==> config.mk <==
export PLATFORM = sky130hd
export DESIGN_NAME = bcd_job_timer
export DESIGN_NICKNAME = d
export VERILOG_FILES = /design/src/rtl/bcd_job_timer.sv
export SDC_FILE = /design/constraint.sdc
export NUM_CORES = 1
export LEC_CHECK = 0
export BUFFER_PORTS_ARGS = -buffer_cell sky130_fd_sc_hd__buf_2
export CORE_MARGIN = 4
export CORE_UTILIZATION = 30
export CTS_CLUSTER_DIAMETER = 80
export DETAILED_ROUTE_END_ITERATION = 10
export HOLD_SLACK_MARGIN = 0.02
export PLACE_DENSITY = 0.5
export SLEW_MARGIN = 25
export SYNTH_ARGS = -nofsm -noshare
export SYNTH_HDL_FRONTEND = slang
export SYNTH_SLANG_ARGS = --single-unit
==> constraint.sdc <==
create_clock -name clk -period 2.5 [get_ports clk]
set_input_delay 0.5 -clock clk [delete_from_list [all_inputs] [get_ports clk]]
set_output_delay 0.5 -clock clk [all_outputs]
set_load 0.03 [all_outputs]
==> src/rtl/bcd_job_timer.sv <==
// Times a job in BCD ticks from release of job_rst_n until job_done.
// One-hot control FSM; time_ascii is a direct digit-wise view of time_bcd.
module bcd_job_timer #(
    parameter int DIGITS      = 8,
    parameter int TICK_CYCLES = 1,
    parameter bit SATURATE    = 1'b1
) (
    input  logic                  clk,
    input  logic                  reset_n,
    input  logic                  start,
    input  logic                  abort,
    input  logic                  job_done,
    output logic                  job_rst_n,
    output logic                  busy,
    output logic                  valid,
    output logic                  overflow,
    output logic [4*DIGITS-1:0]   time_bcd,
    output logic [8*DIGITS-1:0]   time_ascii
);

    localparam int W  = 4 * DIGITS;
    localparam int PW = (TICK_CYCLES > 1) ? $clog2(TICK_CYCLES) : 1;
    localparam logic [PW-1:0] PMAX = PW'(TICK_CYCLES - 1);

    typedef enum logic [3:0] {
        IDLE = 4'b0001,
        CLR  = 4'b0010,
        RUN  = 4'b0100,
        DONE = 4'b1000
    } state_t;

    state_t        state;
    state_t        state_nxt;
    logic [PW-1:0] presc;
    logic [W-1:0]  bcd_inc;
    logic          carry;
    logic          tick;

    // abort always wins over start and job_done
    always_comb begin
        state_nxt = state;
        case (state)
            IDLE:    state_nxt = abort ? IDLE : (start ? CLR : IDLE);
            CLR:     state_nxt = abort ? IDLE : RUN;
            RUN:     state_nxt = abort ? IDLE : (job_done ? DONE : RUN);
            DONE:    state_nxt = abort ? IDLE : (start ? CLR : DONE);
            default: state_nxt = IDLE;
        endcase
    end

    // carry is left high only when every digit was 9
    always_comb begin
        bcd_inc = time_bcd;
        carry   = 1'b1;
        for (int i = 0; i < DIGITS; i++) begin
            if (carry) begin
                if (time_bcd[4*i +: 4] == 4'd9) begin
                    bcd_inc[4*i +: 4] = 4'd0;
                end else begin
                    bcd_inc[4*i +: 4] = time_bcd[4*i +: 4] + 4'd1;
                    carry = 1'b0;
                end
            end
        end
    end

    assign tick = (state == RUN) && (presc == PMAX) && !job_done && !abort;

    always_ff @(posedge clk or negedge reset_n) begin
        if (!reset_n) begin
            state     <= IDLE;
            busy      <= 1'b0;
            valid     <= 1'b0;
            job_rst_n <= 1'b0;
            overflow  <= 1'b0;
            time_bcd  <= '0;
            presc     <= '0;
        end else begin
            state     <= state_nxt;
            busy      <= (state_nxt == CLR) || (state_nxt == RUN);
            valid     <= (state_nxt == DONE);
            job_rst_n <= (state_nxt == RUN) || (state_nxt == DONE);
            if (state == CLR) begin
                time_bcd <= '0;
                presc    <= '0;
                overflow <= 1'b0;
            end else if (state == RUN) begin
                presc <= (presc == PMAX) ? '0 : presc + PW'(1);
                if (tick) begin
                    if (carry) begin
                        overflow <= 1'b1;
                        if (!SATURATE) time_bcd <= bcd_inc;
                    end else begin
                        time_bcd <= bcd_inc;
                    end
                end
            end
        end
    end

    for (genvar g = 0; g < DIGITS; g++) begin : g_ascii
        assign time_ascii[8*g +: 8] = {4'h3, time_bcd[4*g +: 4]};
    end

endmodule

==> impl_metrics.py <==
metrics = {
    "run_status": {
        "status": "complete, no violations",
    },
    "grt": {
        "grt_busiest_layer": "met2",
        "grt_usage": 0.112,
        "antenna_found_initial": 0,
        "grt_util_met1": 0.149,
        "first_global_vias": 2067,
        "grt_max_degree": 32,
        "grtUsageMet2": 0.189,
        "grt_first_pass_wirelength_mm": 10.2,
        "overflow": 0,
        "use_met3": 0.0220,
    },
    "sta": {
        "hold_ws_ns": 0.0538,
        "fin_crit_ns": 2.24,
        "timing.slew.headroom": 0.630,
        "hold_viol_final": 0,
        "slew_viol_final": 0,
        "skew_ns": 0.0124,
        "layout_setup_ws_ns": 0.263,
        "fmax_mhz": 447,
        "tightest_slew_ns": 0.555,
        "setup_violations": 0,
        "fin_tns_setup_ns": 0,
        "rsz0062_at_grt": "no",
        "period_share": 0.895,
    },
    "worst_hold_path": {
        "holdCritPathClass": "primary input to asynchronous set/reset pin",
    },
    "synth": {
        "netlist_top_cells_count": "buf_4 (64), dfrtp_1 (39), nand2_1 (17)",
        "synth_top_area_share": 0.344,
        "synthTopCellsByArea": "dfrtp_1 (34%), buf_4 (17%), ha_1 (7.0%)",
        "ys_ff_latch": 40,
        "synth_top_area_cell": "dfrtp_1",
        "ys_warn_count": 0,
        "async_reset_ff_frac": 1.00,
        "synth_cells": 314,
        "seq_area_frac_synth": 0.353,
        "synth_enable_flop_cells": 0,
        "ys.flop_type": "dfrtp_1",
        "yosysMostFrequentCell": "buf_4",
        "synth.distinct_cells": 51,
        "synth_area_um2": 2840,
        "syn_area_per_cell_um2": 9.05,
    },
    "final_layout": {
        "fin_nets": 381,
        "instances_no_fill": 490,
        "multi_input_area_um2": 1390,
        "area_growth_pct": 10.6,
        "drive_gt1_frac": 0.280,
        "diodes": 0,
        "nFillCells": 998,
        "fin_area_um2": 3140,
        "final_core_util": 0.340,
        "register_area_um2": 1000,
    },
    "flow_run": {
        "maxCapViolCount": 0,
    },
    "route": {
        "vias_per_cell": 4.53,
        "route.final.wire_length_mm": 6.44,
        "antenna_left": 0,
        "drt-wirelength-per-cell_um": 13.2,
        "drc": 0,
        "vias": 2219,
        "drt_iter0_markers": 61,
        "drt_first_pass_iters": 4,
    },
    "worst_setup_path": {
        "slowest_delay_ns": 0.44,
        "crit_start": "time_bcd[1]",
        "slowest_stage": "dfrtp_1",
        "worstPathRequired_ns": 2.68,
        "crit_arrival_ns": 2.41,
        "cp-end-kind": "flip-flop",
        "crit_fanout": 8,
        "crit_path_start_kind": "flip-flop",
        "r2r-start": "time_bcd[1]",
        "reg2reg_setup_slack_ns": 0.26,
        "path_class": "flip-flop to flip-flop",
        "crit_chain": "inv_1 > ha_1 > nand3b_1 > nor3_2 > nand3_1 > nor2_1 > mux2_2",
    },
    "placed_design": {
        "dp_hpwl_mm": 4.95,
        "dpl_cell_area_um2": 3040,
        "dp_slack_ns": 0.133,
        "gp_congestion": 0.741,
        "dpl.cell_count": 482,
        "port_buffers": 72,
    },
    "floorplan": {
        "initial_core_util": 0.307,
        "fp.dieH_um": 105,
        "fp-row-count": 35,
        "coreArea_um2": 9240,
        "io_pins": 105,
        "die-area_um2": 11100,
        "dieWidth_um": 105,
    },
    "power_and_ir_drop": {
        "power.total_mw": 1.46,
        "leakage_nw": 1.57,
        "irDropWorstVdd_mv": 0.274,
        "power.density_nw_per_um2": 464,
    },
    "clock_tree": {
        "cts-root-buf": "clkbuf_8",
        "hold_buffers": 0,
        "clockBufferDepth": 2,
        "worstSkewPairLatency_ns": 0.29,
        "cts_tree": "yes",
        "cts_buffers": 5,
        "clkTransAtPathRegs_ns": 0.08,
        "cts_sinks": 40,
        "htreeDepth": 2,
    },
}
[per-layer routing]
metal	vias up	wire length, µm	share of wire
met5	-	0	0
met3	5	364	0.056
met2	67	3040	0.47
met4	0	42	0.0065
li1	1102	-	-
met1	1045	3000	0.47
[report_power, final]
| group | switching (mW) | total [mW] | internal (mW) | leakage [nW] |
|---|---|---|---|---|
| Combinational | 0.226 | 0.301 | 0.0750 | 0.987 |
| Clock | 0.226 | 0.446 | 0.220 | 0.0510 |
| Sequential | 0.0383 | 0.710 | 0.672 | 0.534 |
| Total | 0.490 | 1.46 | 0.967 | 1.57 |
[registers in the layout, summed over array words and instances (netlist names)]
register,count
busy,1
job_rst_n,1
overflow,1
state,4
time_bcd,32
valid,1
[layout by cell type, fill, tap and decap left out, drive strengths merged, types with 2 or more instances in the layout]
| master | instances |
|---|---|
| buf | 83 |
| dfrtp | 39 |
| conb | 32 |
| nand2 | 17 |
| nand3 | 16 |
| ha | 16 |
| inv | 15 |
| a21oi | 15 |
| nor2 | 14 |
| or3 | 11 |
| o21ai | 10 |
| and3b | 8 |
| o211ai | 7 |
| nand3b | 6 |
| nand4 | 6 |
| o31ai | 6 |
| clkbuf | 6 |
| nor3 | 6 |
| nor4 | 5 |
| mux2i | 4 |
| or4 | 4 |
| and2 | 3 |
| o41ai | 3 |
| o311ai | 3 |
| a31o | 3 |
| nand2b | 2 |
| xnor2 | 2 |
| clkinv | 2 |
| or2 | 2 |
| mux2 | 2 |
[repair_timing]
item / CTS / global route
gates resized for setup: 0 / 1
buffers inserted: 0 / 0
setup endpoints to repair: 0 / 5
[final cells by class]
type | instances | area share
multi-input cells | 215 | 0.441
flip-flops and latches | 40 | 0.319
repair buffers | 83 | 0.141
well taps | 129 | 0.0514
clock buffers | 6 | 0.0263
inverters | 15 | 0.0179
clock inverters | 2 | 0.00319
[critical path, delay by kind of cell (launching register included)]
family	cells	cell delay, ns
adders and majority gates	1	0.15
buffers and inverters	1	0.08
DFF	1	0.44
muxes	1	0.36
and+or+nand+nor	4	1.08
[final timing paths]
| path | to | cells past startpoint |
|---|---|---|
| min | job_rst_n | 1 |
| min reg2reg | overflow | 1 |
| min in group clk | state[2] | 2 |
| max | time_bcd[17] | 7 |
| max in group asynchronous | state[0] | 2 |
| max reg2reg | time_bcd[17] | 7 |
[logic make-up (layout without fill, tap and decap cells)]
group           after synthesis  after routing  share of synthesized area
buf+inv                      89            106                      0.203
simple gates                106            106                      0.219
fa+ha+maj                    16             16                     0.0705
flops                        40             40                      0.353
mux                           6              6                     0.0220
compound gates               52             52                      0.121
other cells                   2             32                    0.00264
xor+xnor                      3              3                    0.00925
Power figures use the tool's default switching activity.
